`src/rtl/janken_judge.sv`:
```
// Rock-paper-scissors round judge: syncs the reveal and clear inputs,
// judges three latched hands on each reveal, and keeps match scores.
//
// state | meaning
// IDLE  | waiting for a pon rising edge; hands are latched on that edge
// JUDGE | one cycle: evaluate latched hands, update results and counters
// SHOW  | results held until synchronised pon returns low
// OVER  | a player reached WIN_TARGET; only clr_ leaves this state
module janken_judge #(
    parameter int SCORE_W     = 4,
    parameter int WIN_TARGET  = 3,
    parameter int SYNC_STAGES = 2
) (
    input  logic               clk,
    input  logic               rst_,
    input  logic               pon,
    input  logic               clr_,
    input  logic [5:0]         g_data_in,
    output logic [2:0]         winner,
    output logic               draw,
    output logic               invalid,
    output logic               res_valid,
    output logic [SCORE_W-1:0] score2,
    output logic [SCORE_W-1:0] score1,
    output logic [SCORE_W-1:0] score0,
    output logic [SCORE_W-1:0] draw_cnt,
    output logic               match_over,
    output logic [2:0]         champion
);

    typedef enum logic [1:0] {IDLE, JUDGE, SHOW, OVER} state_t;

    localparam logic [1:0] GU    = 2'b01;
    localparam logic [1:0] CHOKI = 2'b10;
    localparam logic [1:0] PA    = 2'b11;
    localparam logic [SCORE_W-1:0] TARGET = SCORE_W'(WIN_TARGET);

    state_t state, state_nxt;

    logic [SYNC_STAGES-1:0] pon_sync;
    logic [SYNC_STAGES-1:0] clr_sync;
    logic                   pon_prev;
    logic                   pon_s;
    logic                   pon_rise;
    logic                   clr_act;
    logic                   capture;
    logic [5:0]             hand_q;

    logic [1:0]         h0, h1, h2;
    logic [2:0]         present;
    logic [1:0]         n_present;
    logic               has_gu, has_choki, has_pa;
    logic [1:0]         n_kinds;
    logic [1:0]         win_hand;
    logic               j_invalid;
    logic               j_draw;
    logic [2:0]         j_winner;
    logic [SCORE_W-1:0] nxt_score0, nxt_score1, nxt_score2;
    logic [2:0]         nxt_champ;

    assign pon_s    = pon_sync[SYNC_STAGES-1];
    assign pon_rise = pon_s & ~pon_prev;
    assign clr_act  = ~clr_sync[SYNC_STAGES-1];

    // Synchronisers for the asynchronous switches plus pon edge history.
    always_ff @(posedge clk or negedge rst_) begin
        if (!rst_) begin
            pon_sync <= '0;
            clr_sync <= '0;
            pon_prev <= 1'b0;
        end else begin
            pon_sync <= {pon_sync[SYNC_STAGES-2:0], pon};
            clr_sync <= {clr_sync[SYNC_STAGES-2:0], clr_};
            pon_prev <= pon_s;
        end
    end

    assign h0 = hand_q[1:0];
    assign h1 = hand_q[3:2];
    assign h2 = hand_q[5:4];

    assign present   = {h2 != 2'b00, h1 != 2'b00, h0 != 2'b00};
    assign n_present = {1'b0, present[0]} + {1'b0, present[1]} + {1'b0, present[2]};
    assign has_gu    = (h0 == GU)    | (h1 == GU)    | (h2 == GU);
    assign has_choki = (h0 == CHOKI) | (h1 == CHOKI) | (h2 == CHOKI);
    assign has_pa    = (h0 == PA)    | (h1 == PA)    | (h2 == PA);
    assign n_kinds   = {1'b0, has_gu} + {1'b0, has_choki} + {1'b0, has_pa};

    // Pick the beating hand when exactly two kinds are on the table.
    always_comb begin
        win_hand = 2'b00;
        if (has_gu && has_choki)
            win_hand = GU;
        else if (has_choki && has_pa)
            win_hand = CHOKI;
        else if (has_pa && has_gu)
            win_hand = PA;
    end

    assign j_invalid = (n_present < 2'd2);
    assign j_draw    = !j_invalid && (n_kinds != 2'd2);
    assign j_winner  = (!j_invalid && n_kinds == 2'd2)
                     ? {h2 == win_hand, h1 == win_hand, h0 == win_hand} : 3'b000;

    assign nxt_score0 = score0 + SCORE_W'(j_winner[0]);
    assign nxt_score1 = score1 + SCORE_W'(j_winner[1]);
    assign nxt_score2 = score2 + SCORE_W'(j_winner[2]);
    assign nxt_champ  = {nxt_score2 == TARGET, nxt_score1 == TARGET, nxt_score0 == TARGET};

    // State register.
    always_ff @(posedge clk or negedge rst_) begin
        if (!rst_)
            state <= IDLE;
        else
            state <= state_nxt;
    end

    // Next-state logic; a clear overrides everything, including a pending pon edge.
    always_comb begin
        state_nxt = state;
        capture   = 1'b0;
        case (state)
            IDLE: begin
                if (pon_rise) begin
                    state_nxt = JUDGE;
                    capture   = 1'b1;
                end
            end
            JUDGE:   state_nxt = (|nxt_champ) ? OVER : SHOW;
            SHOW:    if (!pon_s) state_nxt = IDLE;
            OVER:    state_nxt = OVER;
            default: state_nxt = IDLE;
        endcase
        if (clr_act) begin
            state_nxt = IDLE;
            capture   = 1'b0;
        end
    end

    // Hand latch, result registers and match counters.
    always_ff @(posedge clk or negedge rst_) begin
        if (!rst_) begin
            hand_q     <= '0;
            winner     <= '0;
            draw       <= 1'b0;
            invalid    <= 1'b0;
            res_valid  <= 1'b0;
            score0     <= '0;
            score1     <= '0;
            score2     <= '0;
            draw_cnt   <= '0;
            match_over <= 1'b0;
            champion   <= '0;
        end else begin
            res_valid <= 1'b0;
            if (clr_act) begin
                winner     <= '0;
                draw       <= 1'b0;
                invalid    <= 1'b0;
                score0     <= '0;
                score1     <= '0;
                score2     <= '0;
                draw_cnt   <= '0;
                match_over <= 1'b0;
                champion   <= '0;
            end else if (capture) begin
                hand_q <= g_data_in;
            end else if (state == JUDGE) begin
                winner    <= j_winner;
                draw      <= j_draw;
                invalid   <= j_invalid;
                res_valid <= 1'b1;
                score0    <= nxt_score0;
                score1    <= nxt_score1;
                score2    <= nxt_score2;
                if (j_draw && draw_cnt != '1)
                    draw_cnt <= draw_cnt + SCORE_W'(1);
                if (|nxt_champ) begin
                    match_over <= 1'b1;
                    champion   <= nxt_champ;
                end
            end
        end
    end

endmodule

```
`config.mk`:
```
export PLATFORM = sky130hd
export DESIGN_NAME = janken_judge
export DESIGN_NICKNAME = d
export VERILOG_FILES = /design/src/rtl/janken_judge.sv
export SDC_FILE = /design/constraint.sdc
export NUM_CORES = 1
export LEC_CHECK = 0
export ABC_AREA = 1
export BUFFER_PORTS_ARGS = -buffer_cell sky130_fd_sc_hd__buf_2
export CAP_MARGIN = 20
export CORE_ASPECT_RATIO = 0.7
export CORE_UTILIZATION = 59
export CTS_CLUSTER_DIAMETER = 150
export DETAILED_ROUTE_END_ITERATION = 7
export PLACE_DENSITY = 0.94
export SLEW_MARGIN = 5
export SYNTH_ARGS = -nofsm -noshare
export SYNTH_HDL_FRONTEND = slang
export SYNTH_SLANG_ARGS = --single-unit
```
`constraint.sdc`:
```
create_clock -name clk -period 7.14 [get_ports clk]
set_input_delay 1.071 -clock clk [delete_from_list [all_inputs] [get_ports clk]]
set_output_delay 1.071 -clock clk [all_outputs]
set_load 0.05 [all_outputs]
```
* After elaboration in Yosys (flattened, before gate mapping) *
Cells that the tools add are included.

storage, ports and cells
  flip-flop bits (word level) = 39
  bits of input ports = 10
  output and inout port bits = 26
  word-level logic and storage cells = 121

cells by class
  add/sub/neg operators = 8
  magnitude comparators = 1
  eq/ne operators = 27
  multiplexer cells = 45
  bitwise operators = 8
  reductions and logical operators = 17

operator list
  kind                 count
  $mux 4               13
  $mux 3               8
  $eq 2x2->1 const B   9
  $mux 1               17
  $add 4x1->4          3
  $eq 4x2->1 const B   3
  $mux 2               6
  $eq 2x1->1 const B   4
  $pmux 2 s4           1
  $eq 2x2->1           3
  $logic_and 1x1->1    6
  $ne 2x1->1 const B   3
  $ne 3x3->1 const B   2
  $or 1x1->1           6
  $reduce_and 2->1     3
  $reduce_and 3->1     2
  $reduce_bool 2->1    3
  $add 1x1->2          2
  $add 2x1->2          2
  $add 4x1->4 const B  1
  $ne 2x2->1 const B   2
  $ne 4x4->1 const B   1
  $reduce_or 3->1      1
  $logic_not 2->1      1
  other kinds (4)      4

* Logic depth before layout (Yosys ltp) *
  depth after elaboration = 16
  gate-level depth with buffers = 19

* Worst setup path after synthesis *
No wires, ideal clock.

  path kind = register -> register
  from = reg hand_q[5]
  to = reg champion[0]
  setup time = 120 ps
  data arrival time = 2525 ps
  data required time = 7020 ps
  setup slack = 4495 ps
  stages on the path, launching flop included = 16
  buffers on the path = 0
  period minus slack after synthesis = 2645 ps
  cells stage by stage = dfrtp_1 inv_1 nand2_1 nand3_2 fa_1 nor3b_2 and3_1 ha_1 ha_1 xor2_1 nor3_1 nand2_1 nand3_1 nand2_1 nand3_1 nand2_1

on the way
  longest elaborated chain between the ends = 14

RTL lines
  item                                                 RTL line  source
  start, declared                                      47        logic [5:0] hand_q;
  start signal, assigned                               167       hand_q <= g_data_in;
  branches (longest 7 deep; another with $add 1x1->2)  --
  $mux 3 (*)                                           103       ? {h2 == win_hand, h1 == win_hand, h0 == win_hand} : 3'b000;
  $add 4x1->4                                          105       assign nxt_score0 = score0 + SCORE_W'(j_winner[0]);
  $eq 4x2->1                                           108       assign nxt_champ = {nxt_score2 == TARGET, nxt_score1 == TARGET, nxt_score0 == TARGET};
  $mux 3                                               178       if (|nxt_champ) begin
  $mux 3                                               168       end else if (state == JUDGE) begin
  $mux 3                                               166       end else if (capture) begin
  $mux 3                                               156       if (clr_act) begin
  end signal, assigned                                 180       champion <= nxt_champ;
  end, declared                                        28        output logic [2:0] champion

Mark *: on every way between the ends. The select of a mux whose other input is x is not followed.
A chain may end at the register's enable or synchronous reset.

* Worst setup path after layout *
Same ends and word-level chain as after synthesis.

==> metrics <==
syn_nets=241; ranking of synthesized cells by area=dfrtp_1, nand2_1, ha_1, nand3_1, xor2_1; Mapped Area=0.00199 mm^2; crit end category=register; fin crit period=2950 ps; top cells by count, synth=nand2_1, dfrtp_1, nand3_1; Total GRT Usage=0.255; placed cells=290; combinational cell fraction of total power=0.398; share of cells above drive strength 1=0.238; Die ar.=0.00362 mm^2; number of H-tree levels=2; FF-to-FF path depth=15; initial antenna violation count=0; post-synth cell types=25; LEAKAGE=1.28 nW; Die W=71.5 um; CTS buffer count=5; Synth warnings=0; post-synthesis mux area share=0; Cells after Synth=221; Post-CTS Setup Bufs=0; Int Power=0.000391 W; Max-cap violations=0; CTS sink count=39; post-route cell area=0.00227 mm^2; Hold WC Path Type=register to register; drt first pass iters=4; die height=50.6 um; Placer Congestion=0.837; Post-Route WL=4050 um; Initial Utilization=0.625; Peak Freq=0.339 GHz; Final Net Count=279; Finish-stage setup viols=0; vias in the first global route=1543; post-route non-filler standard cell count=298; crit start category=register; crit path max fanout=6; slew at the pin closest to its max-slew limit=845 ps; Final Power=0.000674 W; post-synthesis simple-gate area fraction=0.263; via/cell ratio=5.42; Overflow after GRT=0; final cycle utilization of the critical path=0.413; Root Buffer=clkbuf_8; Worst Hold Depth=0; maximum vdd ir drop=198 uV; remaining antenna violation count=0; cell with the most instances after synthesis=nand2_1; via count=1616; RSZ-0062 raised after global routing=no; setup tns final=0 ps; outcome=complete, no violations; WL/cell=13.6 um; I/O pin cnt=36; post-synthesis compound-gate area fraction=0.0917; crit path kind=register to register; Slew Viols, Final=0; Placed Area=0.00219 mm^2; Post-synth EDFFs=0; clock buffer depth=2; CORE AREA=0.00319 mm^2; post-cts sizing count=0; Avg Synthesized Cell Area=9.02 um^2; synth-to-layout area growth=14.0%; Clock Power Share=0.214; clk slew on worst S/H paths=70 ps; final hold slack=349 ps; IO buf count=35; relative slew slack=0.437; diode count=0; hold-fix buffers at CTS=0; first-pass GRT wire length=6840 um; largest family of logic cells by synthesized area=simple AND/OR/NAND/NOR gates; Synth top area share=0.490; Pwr Density=296 mW/mm^2; final hold vios=0; row count=17; most common flop cell mapped by yosys=dfrtp_1; Sequential Power Share=0.387; drt initial violations=128; NetSw=0.000283 W; Seq/Total Area, Yosys=0.490; Switching Share=0.420; number of synthesized register bits=39; Synth Area in XOR/XNOR=0.0352; clk_skew=5.11 ps; TritonCTS clock tree=yes; Worst Path Arrival=3140 ps; Synth area leader=dfrtp_1; DRC errors left=0; Post-synth ARST share=1.00; critical path required time=7330 ps; Adder-Cell Fraction of Synth Area=0.0665; DP Wirelength=3030 um; largest net degree at the start of global routing=40; Worst-Skew Late Latency=300 ps
-- power by group through the flow --
stage	Combinational, W	Clock [W]	Sequential, W
final	0.000268	0.000144	0.000261
after global routing	0.000298	0.000154	0.000264
after CTS	0.000266	0.000146	0.000261
after detailed placement	0.000265	0	0.000265
after global placement	0.000255	0	0.000263
after floorplan	0.000179	0	0.000292
-- critical path: stages, from the launching register on --
cell and delay, ps:
dfrtp_1 400, inv_1 110, nand2_1 90, nand3_2 130, fa_1 540, nor3b_2 310, and3_1 200, ha_1 160
ha_1 160, xor2_1 80, nor3_1 190, nand2_1 90, nand3_1 100, nand2_1 120, nand3_1 90, nand2_1 60
-- path summary, 6_finish.rpt --
check                       startpoint     endpoint  slack (ps)
setup / recovery             hand_q[5]  champion[0]        4190
hold / removal             clr_sync[0]  clr_sync[1]         350
setup reg to reg             hand_q[5]  champion[0]        4190
hold reg to reg            clr_sync[0]  clr_sync[1]         350
max in group asynchronous         rst_    hand_q[4]        5740
min in group asynchronous         rst_  champion[2]         870
-- area by class of cell --
class / count / area [um^2]
Clock buffer: 7 / 76.3
Clock inverter: 1 / 5.00
Fill cell: 242 / 918
Inverter: 22 / 82.6
Multi-Input combinational cell: 156 / 910
Sequential cell: 39 / 976
Tap cell: 38 / 47.5
Timing Repair Buffer: 35 / 175
-- metal layers --
| layer | track usage | routed length, um | vias to the layer above |
|---|---|---|---|
| met5 | 0 | 0 | - |
| met4 | 0.101 | 87 | 0 |
| met3 | 0.0602 | 193 | 10 |
| met2 | 0.410 | 1860 | 57 |
| met1 | 0.336 | 1910 | 743 |
| li1 | - | - | 806 |
-- state kept, by name, summed over array words and instances (netlist names), 2 cells and up --
register	flops
score1	4
draw_cnt	4
score0	4
hand_q	6
champion	3
score2	4
state	2
winner	3
clr_sync	2
pon_sync	2
-- logic make-up after synthesis --
family | Yosys count
xor gates and xnor gates | 8
DFF | 39
and+or+nand+nor | 108
buffers and inverters | 26
adders and majority gates | 10
AOI/OAI and AO/OA | 30
-- placed cells by master, fill, tap and decap left out, types with 6 or more instances in the layout --
master / Yosys / routed
nand2_1: 52 / 52
dfrtp_1: 39 / 39
buf_2: 2 / 35
nand3_1: 21 / 21
inv_1: 16 / 16
nor2_1: 13 / 13
a21oi_1: 10 / 10
ha_1: 9 / 9
xor2_1: 8 / 8
o21ai_0: 8 / 8
nand2_2: 7 / 7
a22o_1: 7 / 7
inv_2: 6 / 6
-- stage by stage --
stage,utilization,setup slack (ps)
floorplan,-,4500
global placement,0.687,4290
detailed placement,0.687,4210
CTS,0.712,4190
global route,0.712,3860
finish,0.712,4190
Note: power is estimated with default switching activity, not from simulation.
